## config.mk

```make
export PLATFORM = sky130hd
export DESIGN_NAME = imem_loader
export DESIGN_NICKNAME = d
export VERILOG_FILES = /design/src/rtl/imem_loader.sv
export SDC_FILE = /design/constraint.sdc
export NUM_CORES = 1
export LEC_CHECK = 0
export ABC_AREA = 1
export CAP_MARGIN = 20
export CELL_PAD_IN_SITES_DETAIL_PLACEMENT = 0
export CELL_PAD_IN_SITES_GLOBAL_PLACEMENT = 1
export CORE_MARGIN = 2
export CORE_UTILIZATION = 41
export CTS_BUF_LIST = sky130_fd_sc_hd__clkbuf_4 sky130_fd_sc_hd__clkbuf_8
export CTS_CLUSTER_DIAMETER = 30
export DETAILED_ROUTE_END_ITERATION = 7
export HOLD_SLACK_MARGIN = 0.1
export PLACE_DENSITY_LB_ADDON = 0.3
export SETUP_SLACK_MARGIN = 0.1
export SKIP_LAST_GASP = 1
export SLEW_MARGIN = 20
export SYNTH_ARGS = -nofsm -noshare
export SYNTH_HDL_FRONTEND = slang
export SYNTH_SLANG_ARGS = --single-unit
```

## constraint.sdc

```tcl
create_clock -name clk -period 3.44 [get_ports clk]
set_input_delay 0.688 -clock clk [delete_from_list [all_inputs] [get_ports clk]]
set_output_delay 0.688 -clock clk [all_outputs]
set_load 0.03 [all_outputs]
```

## src/rtl/imem_loader.sv

```systemverilog
// Byte-stream boot loader driving the imem write port; holds the CPU in reset until loaded.
// Optional trailing XOR checksum byte enabled by IMEM_LOADER_CHECKSUM_EN.
module imem_loader #(
  parameter int DEPTH = 32
) (
  input  logic        clk,
  input  logic        rst_n,
  input  logic        start,
  input  logic [7:0]  rx_data,
  input  logic        rx_valid,
  output logic        rx_ready,
  output logic        imem_write,
  output logic [31:0] imem_addr,
  output logic [31:0] imem_data,
  output logic        cpu_rst_n,
  output logic        busy,
  output logic        done,
  output logic        error
);

  localparam int CW = $clog2(DEPTH) + 1;

  typedef enum logic [2:0] {
    S_IDLE,
    S_LEN,
    S_DATA,
    S_WRITE,
`ifdef IMEM_LOADER_CHECKSUM_EN
    S_CHECK,
`endif
    S_DONE,
    S_ERROR
  } state_t;

  state_t        state_q, state_d;
  logic [CW-1:0] n_q, n_d;
  logic [CW-1:0] wcnt_q, wcnt_d;
  logic [1:0]    bcnt_q, bcnt_d;
  logic [23:0]   word_q, word_d;
  logic [CW-1:0] addr_q, addr_d;
  logic [31:0]   data_q, data_d;
`ifdef IMEM_LOADER_CHECKSUM_EN
  logic [7:0]    csum_q, csum_d;
`endif

  logic acc;
  logic len_bad;

  assign acc     = rx_valid && rx_ready;
  assign len_bad = (rx_data == 8'd0) ||
                   (32'(rx_data) > 32'(DEPTH));

  always_comb begin
    state_d = state_q;
    n_d     = n_q;
    wcnt_d  = wcnt_q;
    bcnt_d  = bcnt_q;
    word_d  = word_q;
    addr_d  = addr_q;
    data_d  = data_q;
`ifdef IMEM_LOADER_CHECKSUM_EN
    csum_d  = csum_q;
`endif
    unique case (state_q)
      S_IDLE: state_d = S_LEN;
      S_LEN: begin
        if (acc) begin
          n_d = CW'(rx_data);
`ifdef IMEM_LOADER_CHECKSUM_EN
          csum_d = rx_data;
`endif
          if (len_bad) begin
            state_d = S_ERROR;
          end else begin
            wcnt_d  = '0;
            bcnt_d  = '0;
            state_d = S_DATA;
          end
        end
      end
      S_DATA: begin
        if (acc) begin
          // bytes enter at the top so the first one ends up in [7:0]
          word_d = {rx_data, word_q[23:8]};
          bcnt_d = bcnt_q + 2'd1;
`ifdef IMEM_LOADER_CHECKSUM_EN
          csum_d = csum_q ^ rx_data;
`endif
          if (bcnt_q == 2'd3) begin
            addr_d  = wcnt_q;
            data_d  = {rx_data, word_q};
            state_d = S_WRITE;
          end
        end
      end
      S_WRITE: begin
        wcnt_d = wcnt_q + CW'(1);
        if (wcnt_d == n_q) begin
`ifdef IMEM_LOADER_CHECKSUM_EN
          state_d = S_CHECK;
`else
          state_d = S_DONE;
`endif
        end else begin
          state_d = S_DATA;
        end
      end
`ifdef IMEM_LOADER_CHECKSUM_EN
      S_CHECK: begin
        if (acc) begin
          if (rx_data == csum_q) state_d = S_DONE;
          else                   state_d = S_ERROR;
        end
      end
`endif
      S_DONE: begin
        if (start) state_d = S_IDLE;
      end
      S_ERROR: begin
        if (start) state_d = S_IDLE;
      end
      default: state_d = S_IDLE;
    endcase
  end

  always_ff @(posedge clk or negedge rst_n) begin
    if (!rst_n) begin
      state_q <= S_IDLE;
      n_q     <= '0;
      wcnt_q  <= '0;
      bcnt_q  <= '0;
      word_q  <= '0;
      addr_q  <= '0;
      data_q  <= '0;
`ifdef IMEM_LOADER_CHECKSUM_EN
      csum_q  <= '0;
`endif
    end else begin
      state_q <= state_d;
      n_q     <= n_d;
      wcnt_q  <= wcnt_d;
      bcnt_q  <= bcnt_d;
      word_q  <= word_d;
      addr_q  <= addr_d;
      data_q  <= data_d;
`ifdef IMEM_LOADER_CHECKSUM_EN
      csum_q  <= csum_d;
`endif
    end
  end

`ifdef IMEM_LOADER_CHECKSUM_EN
  assign rx_ready = (state_q == S_LEN) ||
                    (state_q == S_DATA) ||
                    (state_q == S_CHECK);
  assign busy     = rx_ready || (state_q == S_WRITE);
`else
  assign rx_ready = (state_q == S_LEN) ||
                    (state_q == S_DATA);
  assign busy     = rx_ready || (state_q == S_WRITE);
`endif

  assign imem_write = (state_q == S_WRITE);
  assign imem_addr  = 32'(addr_q);
  assign imem_data  = data_q;
  assign done       = (state_q == S_DONE);
  assign error      = (state_q == S_ERROR);
  assign cpu_rst_n  = (state_q == S_DONE);

endmodule

```

==> results by group <==
Setup path
  – Crit path from: state_q[0]
  – Max FO, Critical Path: 5
  – WS Path Type: flip-flop to primary output
  – Data arrival time of the critical path: 2100 ps
  – Crit. End Element: primary output
  – Critical Path Source Type: flip-flop
  – Critical R2R Launch: state_q[2]
  – WP data required: around 2800 ps

Cells and area
  – Final core occ: 0.506
  – Commonest non-fill, non-tap cell in the layout: nand2_1
  – Commonest non-fill, non-tap cells in the layout: nand2_1, dfrtp_1, o21ai_0, clkdlybuf4s50_1, inv_1
  – Post-Layout Inst Area: ~4300 um2
  – Final std cells w/o fill: 578
  – P&R area growth vs syn: 21.3%
  – Nets: between 400 and 500
  – Fillers: 843
  – # diodes: 0
  – Share of layout cells above drive strength 1: 0.0766

CTS
  – CTS resizes: 0
  – Clock slew at reported path FFs: 80 ps
  – CTS Sinks: between 70 and 80
  – Post-CTS Setup Inserts: 0
  – Clk Latency, worst-skew pair: 350 ps
  – Clock tree buffer depth: 2
  – H-tree Lvls: 3
  – Inserted Clock Buffers: 9
  – Hold-fix buffers, CTS: 0
  – CTS tree: done
  – CTS Root Buffer Type: clkbuf_8

Power
  – Pwr dens: 700 nW/um2
  – Sequential power share: 0.453
  – Logic pwr share: 0.320
  – Total power: 0.00304 W
  – Switching share of power: 0.377
  – Maximum VDD drop: between 200 and 250 uV
  – Clock power frac: 0.228
  – Internal Power: 0.00189 W
  – Leak Pwr: 2.14 nW
  – Switching pwr: around 0.0011 W

Floorplanning
  – Die H: approximately 97 um
  – Std cell rows: 34
  – Initial core utilization: 0.417
  – Die area: 9500 um2
  – Die X: approximately 100 um
  – Core Area: 8590 um2
  – # IOs: just over 80

Synth
  – Synth cell types: 24
  – Area share of the leading cell type in the synthesized netlist: 0.552
  – Dominant cells by area after synthesis: dfrtp_1, nand2_1, o21ai_0
  – Sequential cell area fraction in the yosys report: 0.552
  – Synth Warn #: 0
  – Yosys top cell by area: dfrtp_1
  – Synth Register Bits: 79
  – Syn Std Cell Area: 3580 um2
  – Syn avg cell area: 8.76 um2
  – Syn Inst Count: 409

Routing
  – Routed length per placed instance: between 10 and 15 um
  – Drt drc: 0
  – Via-per-instance ratio: approximately 4.7
  – Vias post-DR: about 2700
  – Iter 0 DRT Violations: approximately 150
  – DRT antenna net count: 0
  – Pre-antenna DRT Iters: 5
  – Final WL: about 7 mm

STA
  – Slew @ Worst Pin: 709 ps
  – Final Slew Violations: 0
  – Min Tclk post-route: around 2800 ps
  – Clock skew: around 12 ps
  – RSZ-0062 raised after global routing: no
  – Highest clock rate: 359 MHz
  – Slew headroom: 0.527
  – Setup-failing EPs final: 0
  – Fin Setup TNS: 0 ps
  – Fin. Hold Viols: 0
  – Tcrit/Tclk final: 0.810

Place
  – Post-DP HPWL: between 5 and 6 mm
  – Post-Place Cell Area: around 4100 um2
  – Placed insts: ~560
  – Gpl congestion: roughly 0.8
  – I/O Buffers: 55

Flow run
  – Max-Cap Viols: 0

GRT
  – GR Util All Layers: 0.159
  – Vias in the first global route: around 2600
  – Initial antenna violation count: 0
  – First-pass GRT wire length: approximately 12 mm
  – Pin count of the biggest net entering global routing: 80
  – Grt ovf: 0

Run status
  – Status: finished clean

Worst hold path
  – Hold Crit Class: input pin to async pin
## power groups by stage
stage	Combinational (W)	Clock [W]	Sequential, W
finish	0.000972	0.000692	0.00138
global route	0.00111	0.000763	0.00142
CTS	0.000984	0.000723	0.00138
detailed placement	0.000977	0	0.00139
global placement	0.000959	0	0.00139
floorplan	0.000642	0	0.00142
## synth_stat cells
master,number
nand4_1,4
buf_6,1
o21bai_1,1
o21ai_0,58
a22oi_1,1
nor3_2,2
clkbuf_1,11
nand2_2,1
mux2_4,7
a21oi_1,1
buf_2,2
or2_2,1
o21ai_1,10
inv_2,1
dfrtp_1,79
nor2_8,1
inv_1,49
nor2_1,15
conb_1,1
ha_1,2
nor3_1,1
nand2_1,117
nand3_1,16
buf_4,27
## layer usage
metal | share of wire | vias to the layer above | track usage | wire (um)
met3 | 0.040 | 8 | 0.0388 | 286
met1 | 0.46 | 1286 | 0.213 | 3270
met4 | 0.016 | 0 | 0.0630 | 113
met2 | 0.48 | 61 | 0.250 | 3400
li1 | - | 1353 | - | -
met5 | 0 | - | 0 | 0
## final timing paths
| check | end | slack [ps] | depth (start not counted) |
|---|---|---|---|
| max | rx_ready | 650 | 4 |
| min | imem_data[14] | 340 | 1 |
| max reg2reg | imem_data[12] | 1490 | 6 |
| min reg2reg | imem_data[6] | 490 | 2 |
| max in group asynchronous | addr_q[1] | 2590 | 1 |
| min in group clk | imem_data[6] | 490 | 2 |
## state kept, by name, summed over array words and instances (netlist names)
| name | flops |
|---|---|
| imem_data | 32 |
| word_q | 24 |
| addr_q | 6 |
| n_q | 6 |
| wcnt_q | 6 |
| state_q | 3 |
| bcnt_q | 2 |
## logic make-up after synthesis
family / share of synthesized area
other: 0.00105
buffers and inverters: 0.126
AOI/OAI and AO/OA: 0.101
muxes: 0.0293
and+or+nand+nor: 0.184
DFF: 0.552
adders and majority gates: 0.00698
## through the flow
step | worst slack (ps) | hold WS [ps]
4_1_cts | 612 | 494
2_1_floorplan | 1480 | 392
3_5_place_dp | 891 | 475
5_1_grt | 462 | 416
3_3_place_gp | 981 | 458
6_report | 655 | 341
## area by class of cell
| type | count | area [um2] | share of cell area |
|---|---|---|---|
| Multi-Input combinational cell | 264 | 1250 | 0.287 |
| Clock buffer | 9 | 124 | 0.0285 |
| Inverter | 50 | 188 | 0.0432 |
| Timing Repair Buffer | 61 | 597 | 0.137 |
| Sequential cell | 79 | 1980 | 0.455 |
| Tap cell | 108 | 135 | 0.0311 |
| Clock inverter | 7 | 78.8 | 0.0181 |
## critical path, stage by stage, from the launching register on
cell and delay, ps:
dfrtp_1 400, inv_1 120, nor3_1 380, or2_2 200, clkdlybuf4s50_1 660
No activity file was read; power rests on OpenSTA's default activity.
